### config.mk
export PLATFORM = sky130hd
export DESIGN_NAME = ahb_slave_ctrl_pipe
export DESIGN_NICKNAME = d
export VERILOG_FILES = /design/src/rtl/ahb_slave_pkg.sv /design/src/rtl/ahb_addr_decode.sv /design/src/rtl/ahb_slave_ctrl_pipe.sv
export SDC_FILE = /design/constraint.sdc
export NUM_CORES = 1
export LEC_CHECK = 0
export ABC_AREA = 1
export CAP_MARGIN = 20
export CORE_AREA = 4 4 71 73
export CTS_CLUSTER_SIZE = 8
export DETAILED_ROUTE_END_ITERATION = 10
export DIE_AREA = 0 0 75 77
export PLACE_DENSITY = 0.51
export SLEW_MARGIN = 40
export SYNTH_ARGS = -nofsm -noshare
export SYNTH_HDL_FRONTEND = slang
export SYNTH_HIERARCHICAL = 1
export SYNTH_SLANG_ARGS = --single-unit
### constraint.sdc
create_clock -name clk -period 3.2 [get_ports clk]
set_input_delay 0.48 -clock clk [delete_from_list [all_inputs] [get_ports clk]]
set_output_delay 0.48 -clock clk [all_outputs]
set_load 0.03 [all_outputs]
### src/rtl/ahb_slave_pkg.sv
// Shared types and constants for the AHB-Lite slave control pipe of the USB
// endpoint buffer interface.
package ahb_slave_pkg;

  typedef enum logic [2:0] {
    IDLE  = 3'd0,
    WRITE = 3'd1,
    READ  = 3'd2,
    ERR1  = 3'd3,
    ERR2  = 3'd4
  } ctrl_state_t;

  typedef enum logic [2:0] {
    REG_NONE    = 3'd0,
    REG_STATUS  = 3'd1,
    REG_ERRCODE = 3'd2,
    REG_OCC     = 3'd3,
    REG_TXSIZE  = 3'd4
  } reg_sel_t;

  localparam logic [1:0] HTRANS_IDLE   = 2'd0;
  localparam logic [1:0] HTRANS_BUSY   = 2'd1;
  localparam logic [1:0] HTRANS_NONSEQ = 2'd2;
  localparam logic [1:0] HTRANS_SEQ    = 2'd3;

  // Register offsets relative to the end of the data-buffer window.
  localparam int unsigned OFF_STATUS  = 0;
  localparam int unsigned OFF_ERRCODE = 2;
  localparam int unsigned OFF_OCC     = 4;
  localparam int unsigned OFF_TXSIZE  = 8;

  // Only NONSEQ and SEQ carry a real transfer.
  function automatic logic htrans_active(input logic [1:0] htrans);
    return (htrans == HTRANS_NONSEQ) || (htrans == HTRANS_SEQ);
  endfunction

endpackage

### src/rtl/ahb_addr_decode.sv
// Combinational address-phase decoder: classifies an access as buffer or
// register, and flags size, alignment and access-permission errors.
module ahb_addr_decode
  import ahb_slave_pkg::*;
#(
  parameter int unsigned ADDR_W    = 7,
  parameter int unsigned BUF_BYTES = 64,
  parameter int unsigned MAX_HSIZE = 2
) (
  input  logic [ADDR_W-1:0] haddr_i,
  input  logic [2:0]        hsize_i,
  input  logic              hwrite_i,
  output logic              buf_access_o,
  output reg_sel_t          reg_sel_o,
  output logic              legal_o
);

  localparam logic [ADDR_W-1:0] A_STATUS  = ADDR_W'(BUF_BYTES + OFF_STATUS);
  localparam logic [ADDR_W-1:0] A_ERRCODE = ADDR_W'(BUF_BYTES + OFF_ERRCODE);
  localparam logic [ADDR_W-1:0] A_OCC     = ADDR_W'(BUF_BYTES + OFF_OCC);
  localparam logic [ADDR_W-1:0] A_TXSIZE  = ADDR_W'(BUF_BYTES + OFF_TXSIZE);

  logic aligned;
  logic size_ok;
  logic reg_ok;

  // Decode window, register index and legality of the presented access.
  always_comb begin
    // NOTE: every output of a combinational block gets a default first, so no
    // path leaves a value held and no latch is inferred.
    aligned      = 1'b1;
    size_ok      = (hsize_i <= 3'(MAX_HSIZE));
    buf_access_o = (haddr_i < ADDR_W'(BUF_BYTES));
    reg_sel_o    = REG_NONE;
    reg_ok       = 1'b0;

    // Low hsize address bits must be zero for a naturally aligned access.
    for (int i = 0; i < int'(ADDR_W); i++) begin
      if ((i < int'(hsize_i)) && haddr_i[i]) aligned = 1'b0;
    end

    case (haddr_i)
      A_STATUS: begin
        reg_sel_o = REG_STATUS;
        reg_ok    = !hwrite_i && (hsize_i <= 3'd1);
      end
      A_ERRCODE: begin
        reg_sel_o = REG_ERRCODE;
        reg_ok    = !hwrite_i && (hsize_i <= 3'd1);
      end
      A_OCC: begin
        reg_sel_o = REG_OCC;
        reg_ok    = !hwrite_i && (hsize_i == 3'd0);
      end
      A_TXSIZE: begin
        reg_sel_o = REG_TXSIZE;
        reg_ok    = (hsize_i == 3'd0);
      end
      default: ;
    endcase

    legal_o = size_ok && aligned && (buf_access_o || reg_ok);
  end

endmodule

### src/rtl/ahb_slave_ctrl_pipe.sv
// AHB-Lite slave control FSM for the USB endpoint buffer: registers the
// address phase, drives buffer strobes in the data phase with wait states and
// a timeout, and produces the two-cycle ERROR response.
module ahb_slave_ctrl_pipe
  import ahb_slave_pkg::*;
#(
  parameter int unsigned ADDR_W    = 7,
  parameter int unsigned BUF_BYTES = 64,
  parameter int unsigned MAX_HSIZE = 2,
  parameter int unsigned MAX_WAIT  = 15
) (
  input  logic              clk,
  input  logic              rst,
  input  logic [ADDR_W-1:0] haddr,
  input  logic [1:0]        htrans,
  input  logic [2:0]        hsize,
  input  logic              hwrite,
  input  logic              hsel,
  input  logic              buf_ready,
  output ctrl_state_t       state,
  output logic              hready,
  output logic              hresp,
  output logic              store_tx_data,
  output logic              get_rx_data,
  output logic [ADDR_W-1:0] data_addr,
  output logic [1:0]        data_size,
  output reg_sel_t          reg_sel,
  output logic              tx_packet_size_changed
);

  localparam int unsigned WAIT_W = $clog2(MAX_WAIT + 1);

  ctrl_state_t       state_q, state_d;
  logic [WAIT_W-1:0] wait_cnt_q, wait_cnt_d;
  logic [ADDR_W-1:0] data_addr_q, data_addr_d;
  logic [1:0]        data_size_q, data_size_d;
  reg_sel_t          reg_sel_q, reg_sel_d;
  logic              data_buf_q, data_buf_d;

  logic              dec_buf;
  reg_sel_t          dec_reg_sel;
  logic              dec_legal;
  logic              accept;

  ahb_addr_decode #(
    .ADDR_W   (ADDR_W),
    .BUF_BYTES(BUF_BYTES),
    .MAX_HSIZE(MAX_HSIZE)
  ) u_decode (
    .haddr_i     (haddr),
    .hsize_i     (hsize),
    .hwrite_i    (hwrite),
    .buf_access_o(dec_buf),
    .reg_sel_o   (dec_reg_sel),
    .legal_o     (dec_legal)
  );

  // Data-phase outputs, wait counting and next-state / address-phase capture.
  always_comb begin
    state_d                = state_q;
    wait_cnt_d             = wait_cnt_q;
    data_addr_d            = data_addr_q;
    data_size_d            = data_size_q;
    reg_sel_d              = reg_sel_q;
    data_buf_d             = data_buf_q;
    hready                 = 1'b1;
    hresp                  = 1'b0;
    store_tx_data          = 1'b0;
    get_rx_data            = 1'b0;
    tx_packet_size_changed = 1'b0;
    accept                 = 1'b0;

    case (state_q)
      WRITE, READ: begin
        if (data_buf_q) begin
          if (!buf_ready && (wait_cnt_q == WAIT_W'(MAX_WAIT))) begin
            // Timeout: strobe withdrawn, error response follows.
            hready     = 1'b0;
            wait_cnt_d = '0;
            state_d    = ERR1;
          end else begin
            store_tx_data = (state_q == WRITE);
            get_rx_data   = (state_q == READ);
            hready        = buf_ready;
            wait_cnt_d    = buf_ready ? '0 : wait_cnt_q + WAIT_W'(1);
          end
        end else begin
          // Register accesses always finish in one data-phase cycle.
          tx_packet_size_changed = (state_q == WRITE) && (reg_sel_q == REG_TXSIZE);
        end
      end
      ERR1: begin
        hready  = 1'b0;
        hresp   = 1'b1;
        state_d = ERR2;
      end
      ERR2: begin
        hresp = 1'b1;
      end
      default: ;
    endcase

    // Any cycle that ends a data phase may take the next address phase.
    if (hready) begin
      accept = hsel && htrans_active(htrans);
      if (accept) begin
        data_addr_d = haddr;
        data_size_d = hsize[1:0];
        reg_sel_d   = dec_reg_sel;
        data_buf_d  = dec_buf;
        if (!dec_legal)  state_d = ERR1;
        else if (hwrite) state_d = WRITE;
        else             state_d = READ;
      end else begin
        state_d = IDLE;
      end
    end
  end

  // State and data-phase registers with synchronous reset.
  always_ff @(posedge clk) begin
    // NOTE: sequential state uses non-blocking assignments so every register
    // samples the pre-edge values regardless of statement order.
    if (rst) begin
      state_q     <= IDLE;
      wait_cnt_q  <= '0;
      data_addr_q <= '0;
      data_size_q <= '0;
      reg_sel_q   <= REG_NONE;
      data_buf_q  <= 1'b0;
    end else begin
      state_q     <= state_d;
      wait_cnt_q  <= wait_cnt_d;
      data_addr_q <= data_addr_d;
      data_size_q <= data_size_d;
      reg_sel_q   <= reg_sel_d;
      data_buf_q  <= data_buf_d;
    end
  end

  assign state     = state_q;
  assign data_addr = data_addr_q;
  assign data_size = data_size_q;
  assign reg_sel   = reg_sel_q;

endmodule

Word-level counts from Yosys, hierarchy flattened. Index checks and enable logic that the tools add are counted.

Bits in latches: 0. Memories: 0. Memory bits (read-only): 0. Register bits after elaboration: 20. Logic and storage cells: 87. Memory bits (writable): 0.

Div/mod/pow operators: 0. Reductions and logical operators: 26. Multipliers: 0. Mux-type cells: 30. $add $sub $neg: 1. Equality and inequality tests: 14. Magnitude comparators: 10. Bitwise operators: 0. Shift operators: 0.

Operator list (count): 7-bit == test, second input constant (4); 1-bit two-way mux (18); 1-bit logical AND (14); 3-bit two-way mux (4); 3-bit case mux with 4 select lines (1); 3-bit less-than comparator, first input constant (3); 4-bit two-way mux (2); 7-bit less-than comparator, second input constant (1); 3-bit by 2-bit == test with 1-bit output, second input constant (2); 3-bit == test, second input constant (2); 1-bit by 3-bit less-than comparator with 1-bit output, first input constant (2); 2-bit by 3-bit less-than comparator with 1-bit output, first input constant (2); 3-bit != test, second input constant (2); 3-bit case mux with 2 select lines (1); 2-bit OR reduction (3); 4-bit by 1-bit adder with 4-bit output, second input constant (1); 2-bit == test, second input constant (2); 4-bit == test, second input constant (1); 2-bit two-way mux (2); 2-bit AND reduction (2); 3-bit by 1-bit == test with 1-bit output, second input constant (1); 3-bit by 1-bit <= comparator with 1-bit output, second input constant (1); 3-bit by 2-bit <= comparator with 1-bit output, second input constant (1); 3-bit logical NOT (1); 6 further kinds (8).

Logic depth before layout (Yosys ltp).
Depth after elaboration: 14. Mapped depth: 14. Mapped depth without buffers: 14.

Cells and area by module. Netlist, hierarchy kept.

Modules (own cells, without submodules): ahb_slave_ctrl_pipe (sequential area each 400.4 µm², times used 1, cells each 180, area each 1113.6 µm²); ahb_addr_decode (sequential area each 0.0 µm², times used 1, cells each 36, area each 160.2 µm²).

Worst setup path after synthesis. Ideal clock, no wire load.

Path type: flip-flop to output port. Start point: register state_q[1], in the netlist state[1]. End point: output port get_rx_data. Path slack: 1.273 ns. Buffers on the path: 0. Stages on the path, launching flop included: 3. Data arrival time: 1.447 ns. Cell sequence: dfxtp_1 > nand3_1 > nor3_1.

Cells in the longest elaborated chain, start to end: 4.

Ends and longest elaborated chain: start: declaration (line ahb_slave_ctrl_pipe.sv:33) `ctrl_state_t state_q, state_d;`; start signal: assignment (line ahb_slave_ctrl_pipe.sv:132) `state_q <= state_d;`; 3-bit by 2-bit == test with 1-bit output (line ahb_slave_ctrl_pipe.sv:73, ahb_slave_ctrl_pipe.sv:83); 1-bit two-way mux (line ahb_slave_ctrl_pipe.sv:76) `if (!buf_ready && (wait_cnt_q == WAIT_W'(MAX_WAIT))) begin`; 1-bit two-way mux (line ahb_slave_ctrl_pipe.sv:75) `if (data_buf_q) begin`; 1-bit two-way mux (*) (line ahb_slave_ctrl_pipe.sv:73) `case (state_q)`; end: declaration (line ahb_slave_ctrl_pipe.sv:24) `output logic get_rx_data,`.

Every way passes the cells marked *; elsewhere a longest branch is shown, timed or not.

Final worst setup path.
Start point: input port buf_ready. End point: output port hready.

Cells in the longest elaborated chain, start to end: 5.

Ends and longest elaborated chain: start: declaration (line ahb_slave_ctrl_pipe.sv:19) `input logic buf_ready,`; 1-bit logical NOT (line ahb_slave_ctrl_pipe.sv:76); 1-bit logical AND (line ahb_slave_ctrl_pipe.sv:76); 1-bit two-way mux (*) (line ahb_slave_ctrl_pipe.sv:76); 1-bit two-way mux (*) (line ahb_slave_ctrl_pipe.sv:75); 1-bit case mux with 2 select lines (*) (line ahb_slave_ctrl_pipe.sv:73); end: declaration (line ahb_slave_ctrl_pipe.sv:21) `output logic hready,`.

Marked as above.

==> results.md <==
Run status:
- The flow ran to the end, and the final reports show no timing, DRC or antenna violations.

Drt:
- For this run, the detailed router's first-pass iteration total came to 4.
- The DRC violation count after routing is 0.
- The remaining antenna violation count is 0.
- The wire length per cell is 10.2 microns.
- The number of DRC violations after detailed-routing iteration 0 is 58.
- Using the TritonRoute via totals, the vias-per-cell ratio works out to 4.23.
- The final wirelength is 3.08 mm.
- The routed layout has 1278 vias.

Power:
- The maximum vdd drop is 0.000229 V.
- The total design power is 0.609 mW.
- The static power due to leakage is 0.874 nW.
- Power spread over the standard cell area amounts to 355 nW/um^2.

Clock tree:
- The clock root buffer master is clkbuf_8.
- In this run the number of H-tree levels came out at 1.
- At the later pin of the worst-skew pair, clock insertion delay measures 0.26 ns.
- The count of clock tree sinks is 20.
- Post-CTS timing repair inserted 0 buffers for setup.
- After clock tree synthesis, the clock-pin slew on the worst setup and hold paths is 0.07 ns.
- Clock tree synthesis inserted a total of 3 buffers.
- The hold buffer count at cts is 0.
- The post-CTS resize count is 0.
- TritonCTS built the clock tree.
- The clock passes through at most 2 buffers.

Floorplanning:
- The area of the die is 5780 sq um.
- The core area is 4350 sq um.
- The floorplan has 24 rows.
- The floorplan die height is 77 microns.
- The initial core utilization is 29.3%.
- The die width is 75 microns.
- The number of top-level design ports is 37.

Synthesis:
- The sequential-to-total area share from yosys stat is 31.4%.
- The portion of synthesized area spent on multiplexers is 0%.
- The Yosys warning count is 6.
- The synthesized design contains 20 register bits.
- By area, the combinational part of the netlist is dominated by simple AND/OR/NAND/NOR gates.
- The mean instance size in the synthesized netlist is 5.90 sq um.
- Synthesis produced a netlist with a net count of 234.
- The synthesized netlist devotes 41.0% of its cell area to simple gates.
- The post-synth design cell area is 1270 sq um.
- The synthesized-area fraction occupied by ao, oa, aoi and oai cells is 5.30%.
- The parity-gate share of the synthesized area counting xor and xnor cells is 0%.
- Counting every instance in the synthesized netlist gives 216.
- The fraction of the mapped netlist area in adder cells is 0.982%.
- The netlist uses 23 different library cells.

STA:
- In the final timing run, aggregate negative setup slack is 0 ns.
- For the pin with the worst max-slew slack, the measured transition is 0.522 ns.
- Setup violations remaining at the end of the flow were counted as 0.
- The number of endpoints with negative hold slack in the final report was 0.
- The worst path uses 81.3% of the clock period.
- The number of pins exceeding their max-slew limit in the final report is 0.
- Setup repair after global routing left no endpoint under its margin.
- In this run the tightest slew margin relative to its limit is 65.2%.
- Based on the critical path, the design can be clocked at up to 385 MHz.
- The shortest period the worst path allows is 2.60 ns.
- On the final layout, the worst clock skew is 0.00630 ns.

Worst setup path:
- On the worst path, the slowest cell contributes a delay of 0.68 ns.
- The signal on the critical path passes through clkdlybuf4s50_1 -> nor2_1 -> nand2_4 -> inv_1 -> nor2_1 -> clkdlybuf4s50_1.
- The data arrival time of the critical path is 2.12 ns.
- The critical path is of the input pin to output port type.
- Setup slack on the worst reg-to-reg path comes out at 1.75 ns.
- STA puts the critical path data required time at 2.72 ns.
- Of all nets on the critical path, the largest fanout is 19.
- The critical path endpoint category is an output port.
- The worst-path cell with the longest stage delay is clkdlybuf4s50_1.
- The category of the worst setup path launch point is an input pin.

Job:
- Across the run, the number of max-cap violations was 0.

GRT:
- The maximum number of pins on one net before global-route repair is 20.
- Global routing finished with a remaining overflow of 0.
- The initial antenna violation count is 0.
- The first-pass GRT wire length is 5.18 mm.
- The global-route total usage across every layer is 11.2%.
- The number of global-route vias before repair is 1202.

Placed design:
- The count of port buffers added during placement is 35.
- The routability congestion estimate from global placement is 0.764.
- The HPWL after detailed placement is 2.33 mm.

Final layout:
- The ratio of cells with drive above 1 in the final layout is 6.00%.
- The layout overhead on the synthesized area is 34.8%.
- At the end of the flow, the number of nets in the layout was 269.
- The filler cells instantiated in the layout total 481.
- The number of antenna repair diodes is 0.

Min path:
- The tightest min-delay check is of the register to register type.
## critical path, delay by kind of cell
family	cells	cell delay [ns]
buffers and inverters	3	1.26
and+or+nand+nor	3	0.38
## worst paths after layout
kind              cells past startpoint           end          from
setup / recovery                      6        hready     buf_ready
hold / removal                        4  data_addr[5]  data_addr[5]
setup reg to reg                      7      state[1]      state[1]
hold reg to reg                       4  data_addr[5]  data_addr[5]
## layout make-up
class	count	area [sq um]	area share (%)
clock buffer	4	55.1	3.21
tap	52	65.1	3.79
timing repair buffer	35	350	20.4
multi-input combinational	126	602	35.1
inverter	65	244	14.2
sequential	20	400	23.3
## where the power goes
part / internal, mW / switching [mW]
combinational: 0.0605 / 0.0821
clock: 0.110 / 0.0869
sequential: 0.262 / 0.00772
total: 0.432 / 0.177
## cell usage after synthesis
cell,number,area [sq um]
o21a_1,1,7.51
buf_6,1,11.3
nand4_1,14,87.6
nand2_2,2,12.5
nand2_4,1,11.3
and2_2,1,7.51
nor2_4,1,11.3
ha_1,1,12.5
nand3_2,2,20.0
inv_2,2,7.51
o21ai_0,7,35.0
a21oi_1,5,25.0
clkbuf_1,2,7.51
nor2_1,23,86.3
dfxtp_1,20,400
nand3_1,7,35.0
nor3_1,4,20.0
nand2_1,55,206
buf_1,1,3.75
nand3_4,1,17.5
inv_1,63,236
nor2_2,1,6.26
buf_2,1,5.00
## per-stage QoR
stage | setup WS, ns | cell area (sq um) | cells | hold slack (ns) | util [%]
after floorplan | 1.27 | 1270 | 216 | 0.469 | -
after global placement | 0.600 | 1660 | 298 | 0.500 | 38.2
after detailed placement | 0.595 | 1660 | 298 | 0.500 | 38.2
after CTS | 0.590 | 1720 | 302 | 0.515 | 39.4
after global routing | 0.527 | 1720 | 302 | 0.536 | 39.4
final | 0.600 | 1720 | 302 | 0.511 | 39.4
## cells in the final DEF (no fill, tap or decap), drive strengths merged
cell type,netlist,layout
a21oi,5,5
dfxtp,20,20
and2,1,1
clkbuf,2,4
o21ai,7,7
nand3,10,10
nor3,4,4
o21a,1,1
nand4,14,14
clkdlybuf4s50,0,35
inv,65,65
nor2,25,25
nand2,58,58
ha,1,1
## kinds of logic (layout without fill, tap and decap cells)
logic type,count (synthesis),count (layout)
flip-flops,20,20
buffers and inverters,70,104
AND/OR/NAND/NOR,112,112
AO/OA/AOI/OAI,13,13
adder cells (fa/ha/maj),1,1
## layer usage
metal / part of all wire [%] / GRT usage, % / wire, microns / up-vias
li1: - / - / - / 709
met1: 48 / 13.6 / 1470 / 542
met2: 47 / 19.0 / 1430 / 25
met3: 5.2 / 3.14 / 160 / 2
met4: 0.62 / 2.67 / 19 / 0
met5: 0 / 0 / 0 / -
## state kept, by name (all words and copies together), names as in the netlist
signal / cells
reg_sel: 3
state: 3
data_size: 2
wait_cnt_q: 4
data_addr: 7
data_buf_q: 1
(Power assumes the default switching activity.)
